**config.mk**
```make
export PLATFORM = sky130hd
export DESIGN_NAME = led_heartbeat
export DESIGN_NICKNAME = d
export VERILOG_FILES = /design/src/rtl/led_heartbeat.sv
export SDC_FILE = /design/constraint.sdc
export NUM_CORES = 1
export LEC_CHECK = 0
export BUFFER_PORTS_ARGS = -buffer_cell sky130_fd_sc_hd__buf_4
export CAP_MARGIN = 20
export CORE_MARGIN = 2
export CORE_UTILIZATION = 55
export CTS_BUF_LIST = sky130_fd_sc_hd__clkbuf_2
export DETAILED_ROUTE_END_ITERATION = 12
export PLACE_DENSITY = 0.84
export SLEW_MARGIN = 5
export SYNTH_ARGS = -nofsm -noshare
export SYNTH_HDL_FRONTEND = slang
export SYNTH_SLANG_ARGS = --single-unit
export TNS_END_PERCENT = 100
```
**constraint.sdc**
```tcl
create_clock -name sys_clk -period 6.2 [get_ports sys_clk]
set_input_delay 1.86 -clock sys_clk [delete_from_list [all_inputs] [get_ports sys_clk]]
set_output_delay 1.86 -clock sys_clk [all_outputs]
set_load 0.1 [all_outputs]
```
**src/rtl/led_heartbeat.sv**
```systemverilog
// ---------------------------------------------------------------------------
// led_heartbeat
//
// Multi-channel LED indicator generator. Each of NUM_CH channels is
// independently off, on, blinking at a programmable half-period, or
// "breathing" (PWM ramp). A shared prescaler provides the tick time base;
// a sync pulse realigns the prescaler and every channel phase.
//
// Optional feature macro: LED_PWM_EN
//   defined   -> mode 11 is breathe (PWM ramp)
//   undefined -> no PWM/duty/direction/previous-mode logic; mode 11 = blink
//
// Parameters:
//   NUM_CH      number of LED channels (1..8)
//   TICK_DIV    sys_clk cycles per tick (>= 2)
//   PER_W       width of each channel's half-period field (ticks)
//
// Ports:
//   sys_clk      system clock
//   sys_rst      synchronous active-high reset
//   mode         2 bits per channel: 00 off, 01 on, 10 blink, 11 breathe
//   half_period  PER_W bits per channel, blink half-period in ticks (0 -> 1)
//   sync         one-cycle pulse restarting prescaler and all phases
//   led_o        registered LED drive, 1 = lit
//   tick_o       one-cycle strobe when the prescaler wraps
// ---------------------------------------------------------------------------
module led_heartbeat #(
    parameter int NUM_CH   = 4,
    parameter int TICK_DIV = 100000,
    parameter int PER_W    = 12
) (
    input  logic                      sys_clk,
    input  logic                      sys_rst,
    input  logic [2*NUM_CH-1:0]       mode,
    input  logic [PER_W*NUM_CH-1:0]   half_period,
    input  logic                      sync,
    output logic [NUM_CH-1:0]         led_o,
    output logic                      tick_o
);

    localparam int PRE_W = (TICK_DIV > 2) ? $clog2(TICK_DIV) : 1;
    localparam logic [PRE_W-1:0] PRE_MAX = PRE_W'(TICK_DIV - 1);
    localparam logic [PRE_W-1:0] PRE_ONE = PRE_W'(1);
    localparam logic [PER_W-1:0] PER_ZERO = {PER_W{1'b0}};
    localparam logic [PER_W-1:0] PER_ONE  = PER_W'(1);

    // Prescaler
    logic [PRE_W-1:0] pre_q;
    logic [PRE_W-1:0] pre_d;
    logic             tick_s;

    // Blink engine
    logic [PER_W-1:0] cnt_q   [NUM_CH];
    logic [PER_W-1:0] cnt_d   [NUM_CH];
    logic [PER_W-1:0] hm1_s   [NUM_CH];
    logic [NUM_CH-1:0] state_q;
    logic [NUM_CH-1:0] state_d;

    // Output register
    logic [NUM_CH-1:0] led_q;
    logic [NUM_CH-1:0] led_d;

`ifdef LED_PWM_EN
    // Breathe engine
    logic [7:0]          pwm_q;
    logic [7:0]          pwm_d;
    logic [7:0]          duty_q [NUM_CH];
    logic [7:0]          duty_d [NUM_CH];
    logic [NUM_CH-1:0]   dir_q;
    logic [NUM_CH-1:0]   dir_d;
    logic [2*NUM_CH-1:0] mode_prev_q;
    logic [2*NUM_CH-1:0] mode_prev_d;
`endif

    // Prescaler next state; sync outranks the wrap
    always_comb begin
        tick_s = (pre_q == PRE_MAX);
        pre_d  = pre_q;
        if (sync) begin
            pre_d = {PRE_W{1'b0}};
        end else if (tick_s) begin
            pre_d = {PRE_W{1'b0}};
        end else begin
            pre_d = pre_q + PRE_ONE;
        end
    end

    assign tick_o = tick_s;

    // Blink engine next state. Comparing with >= (rather than ==) means a
    // half-period lowered below the current count toggles on the next tick
    // instead of letting the counter run all the way round.
    always_comb begin
        for (int i = 0; i < NUM_CH; i++) begin
            hm1_s[i]   = PER_ZERO;
            cnt_d[i]   = cnt_q[i];
            state_d[i] = state_q[i];
            if (half_period[PER_W*i +: PER_W] == PER_ZERO) begin
                hm1_s[i] = PER_ZERO;
            end else begin
                hm1_s[i] = half_period[PER_W*i +: PER_W] - PER_ONE;
            end
            if (sync) begin
                cnt_d[i]   = PER_ZERO;
                state_d[i] = 1'b0;
            end else if (tick_s) begin
                if (cnt_q[i] >= hm1_s[i]) begin
                    cnt_d[i]   = PER_ZERO;
                    state_d[i] = ~state_q[i];
                end else begin
                    cnt_d[i]   = cnt_q[i] + PER_ONE;
                    state_d[i] = state_q[i];
                end
            end else begin
                cnt_d[i]   = cnt_q[i];
                state_d[i] = state_q[i];
            end
        end
    end

`ifdef LED_PWM_EN
    // Breathe engine next state: ramp restarts on entry into mode 11, then
    // walks duty up/down one step per tick, turning around at the ends.
    always_comb begin
        pwm_d       = sync ? 8'd0 : (pwm_q + 8'd1);
        mode_prev_d = mode;
        for (int i = 0; i < NUM_CH; i++) begin
            duty_d[i] = duty_q[i];
            dir_d[i]  = dir_q[i];
            if (sync) begin
                duty_d[i] = 8'd0;
                dir_d[i]  = 1'b1;
            end else if ((mode[2*i +: 2] == 2'b11) &&
                         (mode_prev_q[2*i +: 2] != 2'b11)) begin
                duty_d[i] = 8'd0;
                dir_d[i]  = 1'b1;
            end else if ((mode[2*i +: 2] == 2'b11) && tick_s) begin
                if (dir_q[i]) begin
                    if (duty_q[i] == 8'd255) begin
                        dir_d[i] = 1'b0;
                    end else begin
                        duty_d[i] = duty_q[i] + 8'd1;
                    end
                end else begin
                    if (duty_q[i] == 8'd0) begin
                        dir_d[i] = 1'b1;
                    end else begin
                        duty_d[i] = duty_q[i] - 8'd1;
                    end
                end
            end else begin
                duty_d[i] = duty_q[i];
                dir_d[i]  = dir_q[i];
            end
        end
    end
`endif

    // Output mux, registered so LED pins see no combinational glitches
    always_comb begin
        led_d = {NUM_CH{1'b0}};
        for (int i = 0; i < NUM_CH; i++) begin
            case (mode[2*i +: 2])
                2'b00:   led_d[i] = 1'b0;
                2'b01:   led_d[i] = 1'b1;
                2'b10:   led_d[i] = state_q[i];
`ifdef LED_PWM_EN
                2'b11:   led_d[i] = (pwm_q < duty_q[i]);
`else
                2'b11:   led_d[i] = state_q[i];
`endif
                default: led_d[i] = 1'b0;
            endcase
        end
    end

    // State registers for prescaler, blink engines and LED outputs
    always_ff @(posedge sys_clk) begin
        if (sys_rst) begin
            pre_q   <= {PRE_W{1'b0}};
            state_q <= {NUM_CH{1'b0}};
            led_q   <= {NUM_CH{1'b0}};
            for (int i = 0; i < NUM_CH; i++) begin
                cnt_q[i] <= PER_ZERO;
            end
        end else begin
            pre_q   <= pre_d;
            state_q <= state_d;
            led_q   <= led_d;
            for (int i = 0; i < NUM_CH; i++) begin
                cnt_q[i] <= cnt_d[i];
            end
        end
    end

`ifdef LED_PWM_EN
    // State registers for the breathe engines
    always_ff @(posedge sys_clk) begin
        if (sys_rst) begin
            pwm_q       <= 8'd0;
            dir_q       <= {NUM_CH{1'b1}};
            mode_prev_q <= {(2*NUM_CH){1'b0}};
            for (int i = 0; i < NUM_CH; i++) begin
                duty_q[i] <= 8'd0;
            end
        end else begin
            pwm_q       <= pwm_d;
            dir_q       <= dir_d;
            mode_prev_q <= mode_prev_d;
            for (int i = 0; i < NUM_CH; i++) begin
                duty_q[i] <= duty_d[i];
            end
        end
    end
`endif

    assign led_o = led_q;

endmodule

```
==> results.py <==
metrics = {
    "status": {
        "status": "finished, final reports clean",
    },
    "sta": {
        "setup_tns_ps": 0,
        "rsz0062_at_grt": "no",
        "worst_pin_slew_ps": 978,
        "relSlewSlack_pct": 34.7,
        "hold_viol_final": 0,
        "skew_ps": 47.4,
        "timing.final.crit_period_ps": 4740,
        "min_period_over_period_pct": 76.5,
        "setup_viol": 0,
        "fmax_mhz": 211,
        "whs_ps": 495,
        "slew_viol_final": 0,
    },
    "synthesis": {
        "yosysSeqAreaShare_pct": 26.9,
        "yosys-top-cells-area": "dfxtp_1, ha_1, xnor2_1",
        "synth_top_area_share_pct": 26.9,
        "synth_top_area_cell": "dfxtp_1",
        "ys_ff_latch": 73,
        "synth_top_family_by_area": "simple AND/OR/NAND/NOR gates",
        "async_reset_ff_share_pct": 0,
        "synth_edf_count": 0,
        "synth_compound_area_share_pct": 8.03,
        "yosys.area_share.simple_pct": 31.7,
        "syn_area_per_cell_sq_um": 7.80,
        "synth_fa_ha_area_share_pct": 14.1,
        "synthXorXnorAreaFrac_pct": 13.6,
        "syn_inst": 695,
        "synth_cell_types": 44,
        "synthFlopType": "dfxtp_1",
        "syn-num-nets": 815,
        "yosysWarnings": 0,
        "synth.area.mux_share_pct": 2.58,
        "netlist_area_sq_um": 5420,
    },
    "run": {
        "drv_cap": 0,
    },
    "floorplan": {
        "dieArea_sq_um": 10700,
        "die_h_microns": 103,
        "die_w_microns": 103,
        "ios": 64,
        "initial_utilization_pct": 56.0,
        "row_count": 36,
        "core_area_sq_um": 9680,
    },
    "routing": {
        "wl_per_cell_microns": 13.9,
        "via_per_inst": 5.74,
        "drc_errors": 0,
        "finalWirelength_microns": 12400,
        "vias": 5109,
        "postRouteAntennaNets": 0,
        "dr.pass1.iters": 5,
        "drtIter0Drc": 229,
    },
    "cts": {
        "cts_root_buf": "clkbuf_2",
        "h-tree-depth": 3,
        "cts_made_buffers": 9,
        "post_cts_buffers": 0,
        "ctsHoldBuffers": 0,
        "cts_tree": "built",
        "postCtsResizedCells": 0,
        "clk_pin_slew_ps": 210,
        "clk_latency_ps": 540,
        "cts_num_sinks": 73,
        "clock_path_buffers": 2,
    },
    "power": {
        "ir_drop_uv": 69.2,
        "p_leak_nw": 2.48,
        "power.density_nw_per_um2": 139,
        "fin_total_pwr_w": 0.000844,
    },
    "setup_path": {
        "cp.arrival_ps": 5130,
        "worstSetupEndpointType": "register",
        "worst-r2r-cell-count": 6,
        "regToRegEndpoint": "cnt_q[2][10]",
        "critPathRequiredTime_ps": 6580,
        "startpoint_type": "primary input",
        "r2r-start": "pre_q[0]",
        "critPathMaxFanout": 11,
        "r2r_setup_slack_ps": 3460,
        "critPathLaunch": "half_period[31]",
        "crit_type": "in -> reg",
    },
    "placed_design": {
        "gp_congestion": 0.885,
        "io_buffers": 63,
        "post-dp-hpwl_microns": 9670,
    },
    "global_route": {
        "antenna_found_initial": 0,
        "grt.met1_usage_pct": 31.5,
        "use_met2_pct": 41.2,
        "grt_max_degree": 38,
        "grtUsageTotal_pct": 24.1,
        "grt_pass1_wl_microns": 21000,
        "busiest_layer": "met2",
        "gr-usage-met3_pct": 3.16,
        "gr-total-overflow": 0,
        "grt_pass1_vias": 4824,
    },
    "hold_path": {
        "min_to": "pre_q[0]",
        "worstHoldPathType": "reg -> reg",
        "hold_depth": 1,
        "min_from": "pre_q[0]",
    },
    "finish": {
        "fillCellCount": 841,
        "diodes": 0,
        "drive_gt1_share_pct": 12.2,
        "mostFrequentLayoutCells": "nor2_1, nand2_1, dfxtp_1, buf_4, ha_1",
        "nets": 872,
        "synthToLayoutAreaGrowth_pct": 12.3,
        "final_common_cell": "nor2_1",
    },
}
-- critical path, cell delays in order --
cell and delay [ps]:
buf_4 120, or4_1 580, nor4_1 300, nand4b_1 420
and2_1 320, ha_1 270, nor3b_1 40, o21ai_0 160
a31oi_1 170, a31oi_1 760, nor2_1 120
-- per-layer routing --
layer / share of wire [%] / vias up
li1: - / 2585
met2: 49 / 134
met3: 4.4 / 21
met4: 1.3 / 0
met1: 46 / 2369
met5: 0 / -
-- through the flow --
stage	cell area, sq um	setup WS, ps	std cells	utilization [%]
after floorplan	5420	1740	695	-
after global placement	5980	1060	873	61.7
after detailed placement	5980	933	873	61.7
after CTS	6080	1510	889	62.7
after global routing	6090	1160	890	62.9
final	6090	1460	890	62.9
-- sequential cells by signal (all words and copies together), names as in the netlist --
register and cells:
led_o 4, pre_q 17, state_q 4, cnt_q 48
-- synth_stat cells (14+ instances only) --
master,instances
xor2_1,38
a21oi_1,30
inv_1,18
ha_1,61
dfxtp_1,73
o21ai_0,22
nand3_1,44
xnor2_1,46
nor2_1,93
nor3_1,19
nor4_1,39
mux2i_1,14
nand2_1,88
-- power breakdown --
part	total (W)	switching [W]	leakage, nW	internal (W)
Clock	0.000239	0.000184	0.0549	0.0000551
Sequential	0.000473	0.000000788	0.589	0.000472
Combinational	0.000132	0.0000740	1.84	0.0000585
Total	0.000844	0.000259	2.48	0.000586
-- cell type report --
cell class              instances  area [sq um]  share of cell area [%]
flip-flops and latches         73          1460                    24.0
well taps                     133           166                    2.73
inverters                      18          67.6                    1.11
multi-input cells             584          3790                    62.3
repair buffers                 66           499                    8.20
clock inverters                 7          53.8                   0.884
clock buffers                   9          45.0                   0.740
-- how the worst max path moves through the flow --
stage / to / slack, ps / depth (start not counted)
finish: cnt_q[2][9] / 1460 / 11
global route: cnt_q[2][6] / 1160 / 11
CTS: cnt_q[2][9] / 1510 / 11
detailed placement: cnt_q[0][8] / 930 / 12
global placement: cnt_q[2][11] / 1060 / 11
floorplan: cnt_q[2][0] / 1740 / 12
-- logic make-up after synthesis --
group,count (synthesis)
AO/OA/AOI/OAI,76
XOR/XNOR,84
adder cells (fa/ha/maj),61
buffers and inverters,38
flip-flops,73
multiplexers,14
AND/OR/NAND/NOR,349
(Power assumes the default switching activity.)
